### config.mk
export PLATFORM = sky130hd
export DESIGN_NAME = mult_shift_add_flat
export DESIGN_NICKNAME = d
export VERILOG_FILES = /design/src/rtl/mult_shift_add_pkg.sv /design/src/rtl/mult_shift_add_if.sv /design/src/rtl/mult_shift_add_rca.sv /design/src/rtl/mult_shift_add.sv /design/src/flat_wrapper.sv
export SDC_FILE = /design/constraint.sdc
export NUM_CORES = 1
export LEC_CHECK = 0
export BUFFER_PORTS_ARGS = -buffer_cell sky130_fd_sc_hd__buf_4
export CORE_MARGIN = 3
export CORE_UTILIZATION = 45
export DETAILED_ROUTE_END_ITERATION = 7
export PLACE_DENSITY = 0.66
export REMOVE_ABC_BUFFERS = 1
export SYNTH_ARGS = -nofsm -noshare
export SYNTH_HDL_FRONTEND = slang
export SYNTH_HIERARCHICAL = 1
export SYNTH_SLANG_ARGS = --single-unit
### constraint.sdc
create_clock -name clk -period 22.9 [get_ports clk]
set_clock_uncertainty 0.2 [all_clocks]
set_input_delay 4.58 -clock clk [delete_from_list [all_inputs] [get_ports clk]]
set_output_delay 4.58 -clock clk [all_outputs]
set_load 0.05 [all_outputs]
### src/rtl/mult_shift_add_pkg.sv
// Shared definitions for the shift-and-add multiplier.
//   state_e        : controller state encoding (IDLE, RUN, DONE)
//   DEFAULT_WIDTH  : default operand width in bits
//   DEFAULT_CNT_W  : default iteration counter width (2**CNT_W must exceed WIDTH)
package mult_shift_add_pkg;

    typedef enum logic [1:0] {
        IDLE = 2'd0,
        RUN  = 2'd1,
        DONE = 2'd2
    } state_e;

    localparam int DEFAULT_WIDTH = 32;
    localparam int DEFAULT_CNT_W = 6;

endpackage

### src/rtl/mult_shift_add_if.sv
// Request/result bundle of the shift-and-add multiplier.
//   start   : request to begin, honoured only while the unit is idle
//   a, b    : unsigned multiplicand / multiplier
//   busy    : operation in flight (accept through done pulse)
//   done    : one-cycle pulse, product valid
//   product : 2*WIDTH-bit result, held until the next operation completes
// master = requester side, slave = multiplier side.
interface mult_shift_add_if
    import mult_shift_add_pkg::*;
#(
    parameter int WIDTH = DEFAULT_WIDTH
);
    logic                 start;
    logic [WIDTH-1:0]     a;
    logic [WIDTH-1:0]     b;
    logic                 busy;
    logic                 done;
    logic [2*WIDTH-1:0]   product;

    modport master (
        output start, a, b,
        input  busy, done, product
    );

    modport slave (
        input  start, a, b,
        output busy, done, product
    );
endinterface

### src/rtl/mult_shift_add_rca.sv
// WIDTH-bit combinational ripple-carry adder.
//   a, b : addends
//   cin  : carry into bit 0
//   sum  : WIDTH-bit sum
//   cout : carry out of bit WIDTH-1
module rca_adder
    import mult_shift_add_pkg::*;
#(
    parameter int WIDTH = DEFAULT_WIDTH
) (
    input  logic [WIDTH-1:0] a,
    input  logic [WIDTH-1:0] b,
    input  logic             cin,
    output logic [WIDTH-1:0] sum,
    output logic             cout
);

    logic carry;

    always_comb begin
        sum   = '0;
        carry = cin;
        for (int i = 0; i < WIDTH; i++) begin
            sum[i] = a[i] ^ b[i] ^ carry;
            carry  = (a[i] & b[i]) | (carry & (a[i] ^ b[i]));
        end
        cout = carry;
    end

endmodule

### src/rtl/mult_shift_add.sv
// Iterative unsigned WIDTH x WIDTH shift-and-add multiplier.
//   clk   : system clock, rising edge
//   reset : asynchronous, active-high; discards any operation in flight
//   bus   : request/result bundle (slave side), see mult_shift_add_if
//
// state | meaning
// ------+------------------------------------------------------------
// IDLE  | waiting for start; product holds last result
// RUN   | one add-and-shift step per cycle, WIDTH steps
// DONE  | product loaded; raises the done pulse and returns to IDLE
module mult_shift_add
    import mult_shift_add_pkg::*;
#(
    parameter int WIDTH = DEFAULT_WIDTH,
    parameter int CNT_W = DEFAULT_CNT_W
) (
    input  logic              clk,
    input  logic              reset,
    mult_shift_add_if.slave   bus
);

    state_e               state_q, state_d;
    logic [CNT_W-1:0]     cnt_q, cnt_d;
    logic [WIDTH-1:0]     mcand_q, mcand_d;
    logic [WIDTH-1:0]     acc_hi_q, acc_hi_d;
    logic [WIDTH-1:0]     acc_lo_q, acc_lo_d;
    logic [2*WIDTH-1:0]   product_q, product_d;
    logic                 busy_q, busy_d;
    logic                 done_q, done_d;

    logic [WIDTH-1:0]     addend;
    logic [WIDTH-1:0]     add_sum;
    logic                 add_cout;

    // The multiplier's LSB (shifted down each step) selects whether the
    // multiplicand is added this iteration.
    assign addend = acc_lo_q[0] ? mcand_q : '0;

    rca_adder #(.WIDTH(WIDTH)) u_adder (
        .a    (acc_hi_q),
        .b    (addend),
        .cin  (1'b0),
        .sum  (add_sum),
        .cout (add_cout)
    );

    always_comb begin
        state_d   = state_q;
        cnt_d     = cnt_q;
        mcand_d   = mcand_q;
        acc_hi_d  = acc_hi_q;
        acc_lo_d  = acc_lo_q;
        product_d = product_q;
        busy_d    = busy_q;
        done_d    = 1'b0;

        case (state_q)
            IDLE: begin
                busy_d = bus.start;
                if (bus.start) begin
                    mcand_d  = bus.a;
                    acc_hi_d = '0;
                    acc_lo_d = bus.b;
                    cnt_d    = '0;
                    state_d  = RUN;
                end
            end
            RUN: begin
                // {cout, sum, acc_lo} >> 1: the carry-out lands in the MSB of
                // acc_hi so no product bit is lost.
                acc_hi_d = {add_cout, add_sum[WIDTH-1:1]};
                acc_lo_d = {add_sum[0], acc_lo_q[WIDTH-1:1]};
                cnt_d    = cnt_q + CNT_W'(1);
                if (cnt_q == CNT_W'(WIDTH - 1)) begin
                    state_d   = DONE;
                    product_d = {acc_hi_d, acc_lo_d};
                end
            end
            DONE: begin
                // busy stays high through the done pulse; cleared in IDLE.
                done_d  = 1'b1;
                state_d = IDLE;
            end
            default: begin
                state_d = IDLE;
            end
        endcase
    end

    always_ff @(posedge clk or posedge reset) begin
        if (reset) begin
            state_q   <= IDLE;
            cnt_q     <= '0;
            mcand_q   <= '0;
            acc_hi_q  <= '0;
            acc_lo_q  <= '0;
            product_q <= '0;
            busy_q    <= 1'b0;
            done_q    <= 1'b0;
        end else begin
            state_q   <= state_d;
            cnt_q     <= cnt_d;
            mcand_q   <= mcand_d;
            acc_hi_q  <= acc_hi_d;
            acc_lo_q  <= acc_lo_d;
            product_q <= product_d;
            busy_q    <= busy_d;
            done_q    <= done_d;
        end
    end

    assign bus.busy    = busy_q;
    assign bus.done    = done_q;
    assign bus.product = product_q;

endmodule

### src/flat_wrapper.sv
// flat-port wrapper written by rule: the top's interface ports become plain ports
module mult_shift_add_flat import mult_shift_add_pkg::*;
#(
    parameter int WIDTH = DEFAULT_WIDTH,
    parameter int CNT_W = DEFAULT_CNT_W
)
  (clk, reset, bus_start, bus_a, bus_b, bus_busy, bus_done, bus_product);
  mult_shift_add_if #(.WIDTH(WIDTH)) bus_i ();
  input  logic clk;
  input  logic reset;
  input wire logic [$bits(bus_i.start)-1:0] bus_start;
  input wire logic [$bits(bus_i.a)-1:0] bus_a;
  input wire logic [$bits(bus_i.b)-1:0] bus_b;
  output wire logic [$bits(bus_i.busy)-1:0] bus_busy;
  output wire logic [$bits(bus_i.done)-1:0] bus_done;
  output wire logic [$bits(bus_i.product)-1:0] bus_product;
  assign bus_i.start = bus_start;
  assign bus_i.a = bus_a;
  assign bus_i.b = bus_b;
  assign bus_busy = bus_i.busy;
  assign bus_done = bus_i.done;
  assign bus_product = bus_i.product;
  mult_shift_add #(.WIDTH(WIDTH), .CNT_W(CNT_W)) u_core (.clk(clk), .reset(reset), .bus(bus_i));
endmodule
==> run summary <==
Post-CTS Setup Bufs -> 0
IO Pins -> 133
CTS Buf Count -> 17
core area -> 0.01676 mm2
RSZ-0062 raised after global routing -> no
Tcrit/Tclk final -> 60.74%
CTS tree -> yes
delay of the slowest critical-path stage -> 0.42 ns
synth-to-layout area growth -> 22.12%
first-pass GRT wire length -> 27,720 um
Cell Rows -> 47
MaxCap Viol Count -> 0
Congestion Overflow GR -> 0
largest cells by area after synthesis -> dfrtp_1 55%, nand2_1 9.7%, fa_1 8.2%
Compound-Gate Fraction of Synth Area -> 4.684%
final setup violation count -> 0
Fin. Hold Viols -> 0
Antenna Nets Post-Route -> 0
TritonCTS Sinks -> 170
Initial DRT Pass Iterations -> 5
status -> completed
via count -> 5,361
Post-DP HPWL -> 10,640 um
Core Util, Final -> 56.83%
YS warnings -> 6
DR iter-0 viols -> 319
Critical Path Sink Type -> flop
post-CTS resize count -> 0
final wirelength -> 16,510 um
Slowest cell on crit path -> fa_1
H-Tree Depth -> 4
Syn Inst Count -> 711
DR vias/cell -> 5.077
Pwr Density -> 139.7 mW/mm2
#FFs+latches synth -> 170
Final min period -> 13.91 ns
Root Buffer -> clkbuf_16
Die W -> 137.7 um
critical path class -> flop to flop
Required @ worst endpoint -> 23.06 ns
Crit path top cell by count -> fa_1
adder-cell share of the synthesized area -> 8.373%
post-synthesis mux area share -> 9.641%
main combinational cell family by area after synthesis -> simple AND/OR/NAND/NOR gates
Residual DRC -> 0
Seq/Total Area, Yosys -> 54.54%
Initial Utilization -> 46.54%
CTS Hold Bufs -> 0
CP Max Fanout -> 33
placer's final routability congestion estimate -> 0.7654
Nets -> 923
Overall Global Routing Usage -> 18.59%
Worst Tran Pin Value -> 0.9311 ns
number of global-route vias before repair -> 5,525
crit start category -> flop
Rel. slew slack -> 37.93%
fin. max-slew vios -> 0
dominant cell type by area after synthesis -> dfrtp_1
WP data arrival -> 14.07 ns
layout cell share with drive strength beyond 1 -> 23.33%
IO buf count -> 132
worst vdd ir -> 0.08682 mV
xor and xnor area share after synthesis -> 0%
largest net degree at the start of global routing -> 98
initial antenna violation count -> 0
LEAKAGE -> 4.746 nW
n_diodes -> 0
Worst-path clk slew -> 0.06 ns
fmax -> 71.89 MHz
CTS max path bufs -> 2
Die Ht -> 137.7 um
Distinct cells, synth -> 31
combined area of all synthesized cells -> 0.007800 mm2
WL per Instance -> 15.64 um
final setup TNS -> 0 ns
area share of the largest cell type after synthesis -> 54.54%
Die Area -> 0.01895 mm2
Hold Path Class -> flop to flop
Post-Synth Simple-Gate Area -> 19.17%
Worst-Skew Late Latency -> 0.43 ns
Mean Syn Cell Area -> 10.97 um2
layout by cell type (no fill, tap or decap), types with 2 or more instances in the layout:
cell type,n
clkinvlp_4,3
o21ai_0,34
clkinv_4,3
dfrtp_1,169
nand2_1,201
and3b_1,31
clkbuf_16,17
fa_1,32
clkbuf_8,4
a21oi_1,32
buf_4,141
mux2_2,16
bufinv_16,2
nand3_1,35
mux2_1,49
inv_1,10
clkbuf_1,2
mux2i_1,2
and2_1,32
through the flow:
step,hold WS [ns],worst slack [ns],instances,total power [W],instance area [um2]
after floorplan,0.2380,9.612,663,0.0008667,7565
after global placement,0.2498,9.221,1024,0.001037,8924
after detailed placement,0.2542,9.063,1024,0.001054,8924
after CTS,0.2692,8.997,1056,0.001347,9525
after global routing,0.2926,8.589,1056,0.001418,9525
final,0.2647,8.990,1056,0.001331,9525
state kept, by name, indices dropped and copies added, names as in the netlist:
| register | count |
|---|---|
| u_core/bus.product | 64 |
| u_core/cnt_q | 6 |
| u_core/mcand_q | 32 |
| u_core/state_q | 2 |
| u_core/bus.busy | 1 |
| u_core/acc_lo_q | 32 |
| u_core/acc_hi_q | 32 |
| u_core/bus.done | 1 |
synth_stat cells, drive strengths merged:
library cell  instances
nor2b                 2
nor4                  1
nand2b                2
dfrtp               170
and3b                31
nand2               201
nor3b                 2
nor2                  1
ha                    1
nand4                 1
o311ai                1
o21ai                34
o21bai                1
conb                  1
a22o                  1
mux2                 65
mux2i                 2
clkbuf               36
and2                 32
nand3                35
a221o                 1
inv                  11
or3b                  1
a21oi                32
nand3b                1
fa                   32
buf                  12
and3                  1
power breakdown:
part	internal, W	switching, W
Combinational	0.000190	0.000354
Sequential	0.000421	0.0000775
Clock	0.000172	0.000116
cells by family (layout without fill, tap and decap cells):
logic type,after synthesis,count (layout)
compound gates,70,70
fa+ha+maj,33,33
buf+inv,59,184
flops,170,170
mux,67,67
other cells,1,1
simple gates,311,311
path summary, 6_finish.rpt:
| check | startpoint | end | slack (ns) | cells after the start |
|---|---|---|---|---|
| min in group asynchronous | reset | u_core/mcand_q[19]$_DFFE_PP0P_ | 4.12 | 2 |
| min | u_core/mcand_q[25]$_DFFE_PP0P_ | u_core/mcand_q[25]$_DFFE_PP0P_ | 0.26 | 2 |
| max reg2reg | u_core/acc_lo_q[0]$_DFFE_PP0P_ | u_core/acc_hi_q[30]$_DFFE_PP0P_ | 8.99 | 40 |
| max in group asynchronous | reset | u_core/state_q[0]$_DFFE_PP0P_ | 16.87 | 3 |
| max | u_core/acc_lo_q[0]$_DFFE_PP0P_ | u_core/acc_hi_q[30]$_DFFE_PP0P_ | 8.99 | 40 |
| min reg2reg | u_core/mcand_q[25]$_DFFE_PP0P_ | u_core/mcand_q[25]$_DFFE_PP0P_ | 0.26 | 2 |
cell type report:
type                    instances  area (um2)
flip-flops and latches        170        4255
multi-input cells             482        3288
clock inverters                 9       113.9
fillers                      1461        7234
repair buffers                141        1059
clock buffers                  23       488.0
well taps                     220       275.3
inverters                      11       46.29
layer usage:
layer	vias to the layer above	track usage (%)	share of wire [%]
li1	2553	-	-
met1	2636	27.03	48
met2	156	27.71	45
met3	16	4.748	6.6
met4	0	5.377	1.1
met5	-	0	0
critical path: cells and delay by family (launching register included):
family	cells	cell delay (ns)
fa+ha+maj	32	12.44
buf+inv	5	0.50
flops	1	0.36
simple gates	3	0.33
Power figures use the tool's default switching activity.
